## config.mk

```make
export PLATFORM = sky130hd
export DESIGN_NAME = lsu_align
export DESIGN_NICKNAME = d
export VERILOG_FILES = /design/src/rtl/lsu_align.sv
export SDC_FILE = /design/constraint.sdc
export NUM_CORES = 1
export LEC_CHECK = 0
export ABC_AREA = 1
export CORE_AREA = 2 2 119 121
export CTS_CLUSTER_DIAMETER = 150
export DETAILED_ROUTE_END_ITERATION = 6
export DIE_AREA = 0 0 121 123
export PLACE_DENSITY_LB_ADDON = 0.08
export SYNTH_ARGS = -nofsm -noshare
export SYNTH_HDL_FRONTEND = slang
export SYNTH_SLANG_ARGS = --single-unit
```

## constraint.sdc

```tcl
create_clock -name clk -period 1.77 [get_ports clk]
set_input_delay 0.177 -clock clk [delete_from_list [all_inputs] [get_ports clk]]
set_output_delay 0.177 -clock clk [all_outputs]
set_load 0.05 [all_outputs]
```

## src/rtl/lsu_align.sv

```systemverilog
// lsu_align: load/store alignment unit between the EX/MEM stage and a word-only data memory.
// It turns byte-addressed RV32 loads and stores into word-indexed memory accesses:
//   - SB/SH become a read-modify-write.
//   - Loads get lane select plus sign/zero extension.
//   - Misaligned, out-of-range or bad-funct3 requests are answered with an error and never
//     touch memory.
// Ports:
//   clk, rst                  clock, synchronous active-high reset
//   req_valid/req_ready       request handshake (ready only in IDLE)
//   req_we/req_funct3         store flag and RV32 funct3
//   req_addr/req_wdata        byte address and store data
//   resp_valid/rdata/err      one-cycle completion pulse, extended load data, error flag
//   mem_addr/wdata            word index and write word
//   mem_lw_en/sw_en           memory read/write enables
//   mem_rdata                 memory read word
module lsu_align #(
  parameter int unsigned ADDR_W  = 8,
  parameter int unsigned MEM_LAT = 1
) (
  input  logic        clk,
  input  logic        rst,
  input  logic        req_valid,
  output logic        req_ready,
  input  logic        req_we,
  input  logic [2:0]  req_funct3,
  input  logic [31:0] req_addr,
  input  logic [31:0] req_wdata,
  output logic        resp_valid,
  output logic [31:0] resp_rdata,
  output logic        resp_err,
  output logic [31:0] mem_addr,
  output logic [31:0] mem_wdata,
  output logic        mem_lw_en,
  output logic        mem_sw_en,
  input  logic [31:0] mem_rdata
);

  localparam int unsigned LatW = (MEM_LAT > 1) ? $clog2(MEM_LAT) : 1;

  typedef enum logic [1:0] {StIdle, StRd, StWr, StResp} state_e;

  state_e              state_q;
  logic                we_q;
  logic [2:0]          funct3_q;
  logic [ADDR_W+1:0]   addr_q;
  logic [31:0]         wdata_q;
  logic [LatW-1:0]     cnt_q;

  logic        dec_err;
  logic [31:0] req_idx;
  logic [31:0] lat_idx;
  logic [31:0] load_data;
  logic [31:0] merge_word;

  assign req_ready = (state_q == StIdle) & ~rst;
  assign req_idx   = 32'(req_addr[ADDR_W+1:2]);
  assign lat_idx   = 32'(addr_q[ADDR_W+1:2]);

  // Request decode; funct3[1:0] is the access size for both loads and stores.
  always_comb begin
    logic f3_ok;
    logic mis;
    logic oor;
    if (req_we) f3_ok = (req_funct3 == 3'b000) | (req_funct3 == 3'b001) | (req_funct3 == 3'b010);
    else        f3_ok = (req_funct3 != 3'b011) & (req_funct3 != 3'b110) & (req_funct3 != 3'b111);
    mis = ((req_funct3[1:0] == 2'b01) & req_addr[0]) |
          ((req_funct3[1:0] == 2'b10) & (req_addr[1:0] != 2'b00));
    oor = (req_addr >> (ADDR_W + 2)) != 32'd0;
    dec_err = ~f3_ok | mis | oor;
  end

  // Lane select and extension of the word returned by memory.
  always_comb begin
    logic [7:0]  rd_byte;
    logic [15:0] rd_half;
    case (addr_q[1:0])
      2'd0:    rd_byte = mem_rdata[7:0];
      2'd1:    rd_byte = mem_rdata[15:8];
      2'd2:    rd_byte = mem_rdata[23:16];
      default: rd_byte = mem_rdata[31:24];
    endcase
    rd_half = addr_q[1] ? mem_rdata[31:16] : mem_rdata[15:0];
    case (funct3_q)
      3'b000:  load_data = {{24{rd_byte[7]}}, rd_byte};
      3'b001:  load_data = {{16{rd_half[15]}}, rd_half};
      3'b100:  load_data = {24'd0, rd_byte};
      3'b101:  load_data = {16'd0, rd_half};
      default: load_data = mem_rdata;
    endcase
  end

  // Store word: captured word with the addressed lane replaced (SW uses wdata as-is).
  always_comb begin
    merge_word = mem_rdata;
    case (funct3_q[1:0])
      2'b00: begin
        case (addr_q[1:0])
          2'd0:    merge_word[7:0]   = wdata_q[7:0];
          2'd1:    merge_word[15:8]  = wdata_q[7:0];
          2'd2:    merge_word[23:16] = wdata_q[7:0];
          default: merge_word[31:24] = wdata_q[7:0];
        endcase
      end
      2'b01: begin
        if (addr_q[1]) merge_word[31:16] = wdata_q[15:0];
        else           merge_word[15:0]  = wdata_q[15:0];
      end
      default: merge_word = wdata_q;
    endcase
  end

  // All outputs are registered and default to zero each cycle; each state re-asserts
  // what the following cycle needs.
  always_ff @(posedge clk) begin
    if (rst) begin
      state_q    <= StIdle;
      we_q       <= 1'b0;
      funct3_q   <= 3'd0;
      addr_q     <= '0;
      wdata_q    <= 32'd0;
      cnt_q      <= '0;
      resp_valid <= 1'b0;
      resp_err   <= 1'b0;
      resp_rdata <= 32'd0;
      mem_lw_en  <= 1'b0;
      mem_sw_en  <= 1'b0;
      mem_addr   <= 32'd0;
      mem_wdata  <= 32'd0;
    end else begin
      resp_valid <= 1'b0;
      resp_err   <= 1'b0;
      resp_rdata <= 32'd0;
      mem_lw_en  <= 1'b0;
      mem_sw_en  <= 1'b0;
      mem_addr   <= 32'd0;
      mem_wdata  <= 32'd0;
      unique case (state_q)
        StIdle: begin
          if (req_valid) begin
            we_q     <= req_we;
            funct3_q <= req_funct3;
            addr_q   <= req_addr[ADDR_W+1:0];
            wdata_q  <= req_wdata;
            cnt_q    <= '0;
            if (dec_err) begin
              state_q    <= StResp;
              resp_valid <= 1'b1;
              resp_err   <= 1'b1;
            end else if (req_we && req_funct3[1:0] == 2'b10) begin
              state_q   <= StWr;
              mem_sw_en <= 1'b1;
              mem_addr  <= req_idx;
              mem_wdata <= req_wdata;
            end else begin
              state_q   <= StRd;
              mem_lw_en <= 1'b1;
              mem_addr  <= req_idx;
            end
          end
        end
        StRd: begin
          if (cnt_q == LatW'(MEM_LAT - 1)) begin
            if (we_q) begin
              state_q   <= StWr;
              mem_sw_en <= 1'b1;
              mem_addr  <= lat_idx;
              mem_wdata <= merge_word;
            end else begin
              state_q    <= StResp;
              resp_valid <= 1'b1;
              resp_rdata <= load_data;
            end
          end else begin
            cnt_q     <= cnt_q + 1'b1;
            mem_lw_en <= 1'b1;
            mem_addr  <= lat_idx;
          end
        end
        StWr: begin
          state_q    <= StResp;
          resp_valid <= 1'b1;
        end
        StResp: state_q <= StIdle;
        default: state_q <= StIdle;
      endcase
    end
  end

endmodule

```

==> impl.org <==
** Timing
- The clock arrives with 0.00694 ns of skew.
- For the pin with the worst max-slew slack, the measured transition is around 0.53 ns.
- Setup total negative slack on the finished layout was measured at 0 ns.
- After layout, the worst path uses between 90% and 100% of the clock period.
- Worst-case headroom to the max-slew limit :: between 60% and 70%
- The total count of hold-check failures in the final report came to 0.
- Final critical path time including I/O delays and setup :: 1.73 ns
- The number of pins with negative max-slew slack in the final report was 0.
- Unrepaired setup endpoints after global routing :: false
- Max Clk Rate :: slightly below 600 MHz
- Setup violations remaining at the end of the flow were counted as 0.

** Run
- Max-capacitance violation count :: 0

** Clocking
- The clock passes through at most 2 buffers.
- Clock-pin slew was measured on the worst setup and hold paths at approximately 0.05 ns.
- For this design, the sink count on the clock tree is about 120.
- In this run the number of H-tree levels came out at 4.
- Clock tree from TritonCTS :: yes
- Total clock buffers created by CTS :: 17
- At the later pin of the worst-skew pair, clock insertion delay measures 0.42 ns.
- Hold_buf cts :: 0
- The tree is rooted in a sky130_fd_sc_hd__clkbuf_16.

** Drt
- Before antenna repair, the detailed router went through 5 iterations.
- Post-route DRC :: 0
- Aggregate routed wire length :: 19.2 mm
- Average detailed-routed wire length per instance :: 15.4 um
- Count of routing violations after the opening detailed-route iteration :: 671
- Post-route ant nets :: 0
- Across all layers, the routed design uses between 6k and 7k vias.
- Using the TritonRoute via totals, the vias-per-cell ratio works out to between 5 and 6.

** Worst setup path
- Along the worst path, the maximum fanout reaches 1.
- The cell family contributing the most delay on the critical path is buffers and inverters.
- The critical path is of the flip-flop to output port type.
- Slowest cell on the critical path :: sky130_fd_sc_hd__clkdlybuf4s50_1
- The worst setup path is launched from a flip-flop.
- Required time of the critical path :: around 1.6 ns
- Largest stage delay on the critical path :: between 0.8 and 0.9 ns
- Cell chain of the critical path :: clkdlybuf4s50_1
- In this run the number of cells on the critical path is 1.
- Measured in cells, the most critical reg-to-reg path has a length of 6.
- Critical path data arrival time :: roughly 1.6 ns
- Sum of buffers and inverters on the critical path :: 1
- STA classifies the critical path endpoint as an output port.

** Global route
- Busiest layer in global routing :: met2
- Global routing used about 6.2% of the available met3 tracks.
- Entering global routing, the biggest net connects 35 pins.
- The first global-routing pass estimated 30.2 mm of wire.
- The via count of the first global-routing pass was 5,631.
- For met2 alone, demand over resource in global routing was 39.1%.
- Grt total ovfl :: 0
- Initial antenna violation count :: 0
- Overall fraction of global-route tracks in use :: 26.1%
- Global routing consumed, on the met1 layer, between 30% and 40% of the routing resources.

** Layout
- Most frequent cells in the layout :: 231 x sky130_fd_sc_hd__nand2_1, 173 x sky130_fd_sc_hd__clkdlybuf4s50_1, 124 x sky130_fd_sc_hd__dfxtp_1, 117 x sky130_fd_sc_hd__a21oi_1, 95 x sky130_fd_sc_hd__inv_1
- In the final design database the tool counted between 1k and 1.5k nets.
- Proportion of layout cells with a drive suffix above 1 :: under 10%
- At the end of the flow the core is filled with cells to 63.9%.
- The library cell used most frequently in the layout, excluding fill and tap cells, is sky130_fd_sc_hd__nand2_1.
- Final Cell Area :: about 8700 sq um
- ANT cells :: 0
- Synthesis-to-finish area growth :: 41.0%

** Floorplanning
- DIE WIDTH :: approximately 120 um
- Die area :: about 15,000 sq um
- Starting Density :: ~45%
- Row generation in the floorplan step produced 43 rows.
- just over 200 I/O pins were placed.
- The floorplan step defined a core boundary enclosing approximately 14,000 sq um.
- In this run the vertical extent of the chip is 123 um.

** Synth
- Sequential fraction of the synthesis area :: between 40% and 50%
- After technology mapping, the gate count stands at a little under 900.
- After synthesis, the share of flip-flops with an asynchronous set or reset is 0%.
- Yosys printed 0 warnings.
- Synth Flop Type :: sky130_fd_sc_hd__dfxtp_1
- Synthesis-stage register bit count :: ~120
- Number of distinct library cells after synthesis :: 34
- The mapped netlist covers 6170 sq um.
- Counting flops with a built-in enable in the synthesized netlist gives 0.
- Average instance area after synthesis :: roughly 7 sq um

** Hold path
- Worst min-delay path class :: input port to flip-flop
- The worst hold path passes through 3 cells.

** Pwr
- In this run the static leakage power is 3.73 nW.
- IR drop worst, VDD :: between 0.0006 and 0.0007 V
- PD cells :: between 1000 and 1500 nW/um^2

** Status
- Outcome :: completed

** Placement
- During placement, the flow inserted port buffers numbering roughly 180.
- Post-placement cell area :: 8100 sq um
- Once detailed placement completed, the half-perimeter wirelength came to between 10 and 15 mm.
- Placer's final routability congestion estimate :: about 0.94
-- final cells by class --
type | instances | area [sq um]
Fill cell | 1280 | 4910
Sequential cell | 124 | 2480
Multi-Input combinational cell | 602 | 2930
Clock inverter | 6 | 82.6
Inverter | 98 | 368
Timing Repair Buffer | 210 | 2090
Tap cell | 180 | 225
Clock buffer | 25 | 515
-- final timing paths --
check                                 from                        to  slack (ns)
hold reg to reg     addr_q[4]$_SDFFE_PP0P_    addr_q[4]$_SDFFE_PP0P_        0.46
setup reg to reg    addr_q[1]$_SDFFE_PP0P_  mem_wdata[25]$_SDFF_PP0_        0.15
hold / removal                req_wdata[0]   wdata_q[0]$_SDFFE_PP0P_        0.34
setup / recovery  mem_wdata[12]$_SDFF_PP0_             mem_wdata[12]        0.04
-- Yosys cell counts, drive strengths merged (3+ instances only) --
cell,instances,area share [%]
a21oi,117,9.5
a31oi,4,0.41
buf,58,6.2
clkbuf,26,1.6
dfxtp,124,40
ha,4,0.81
inv,97,5.9
nand2,233,14
nand3,30,2.5
nand4,43,4.4
nor2,29,2.0
nor3,3,0.32
o211ai,47,5.9
o21ai,61,5.1
-- kinds of logic after synthesis --
logic type	count (synthesis)	share of synthesized area, %
AO/OA/AOI/OAI	233	21.3
adder cells (fa/ha/maj)	4	0.811
buffers and inverters	182	13.8
flip-flops	124	40.2
other	1	0.0608
AND/OR/NAND/NOR	341	23.8
-- routing by layer --
| layer | routed length [um] | share of wire, % |
|---|---|---|
| met5 | 0 | 0 |
| met4 | 498 | 2.6 |
| met3 | 1490 | 7.8 |
| met2 | 8430 | 44 |
| met1 | 8810 | 46 |
-- metrics by stage --
stage | hold slack (ns) | total power [mW] | setup WS [ns] | std cells
2_1_floorplan | 0.322 | 6.45 | 0.290 | 908
3_3_place_gp | 0.453 | 7.76 | 0.161 | 1214
3_5_place_dp | 0.455 | 7.78 | 0.0779 | 1214
4_1_cts | 0.329 | 11.3 | 0.0165 | 1245
5_1_grt | 0.356 | 11.9 | 0.000408 | 1245
6_report | 0.337 | 11.2 | 0.0361 | 1245
-- flip-flops by register name (all words and copies together), names as in the netlist --
register and count:
addr_q 10, funct3_q 3, mem_addr 8, mem_lw_en 1, mem_sw_en 1, mem_wdata 32, resp_err 1, resp_rdata 32
resp_valid 1, state_q 2, wdata_q 32, we_q 1
-- report_power, final --
part / internal [mW] / leakage [nW] / total (mW) / switching (mW)
clock network: 2.28 / 0.295 / 3.47 / 1.19
registers: 3.17 / 1.01 / 3.43 / 0.259
logic: 1.49 / 2.43 / 4.35 / 2.85
-- what timing repair did --
item,4_1_cts,5_1_grt
gates resized for setup,0,2
buffers inserted,0,0
endpoints found under the setup margin,0,2
Note: power is estimated with default switching activity, not from simulation.
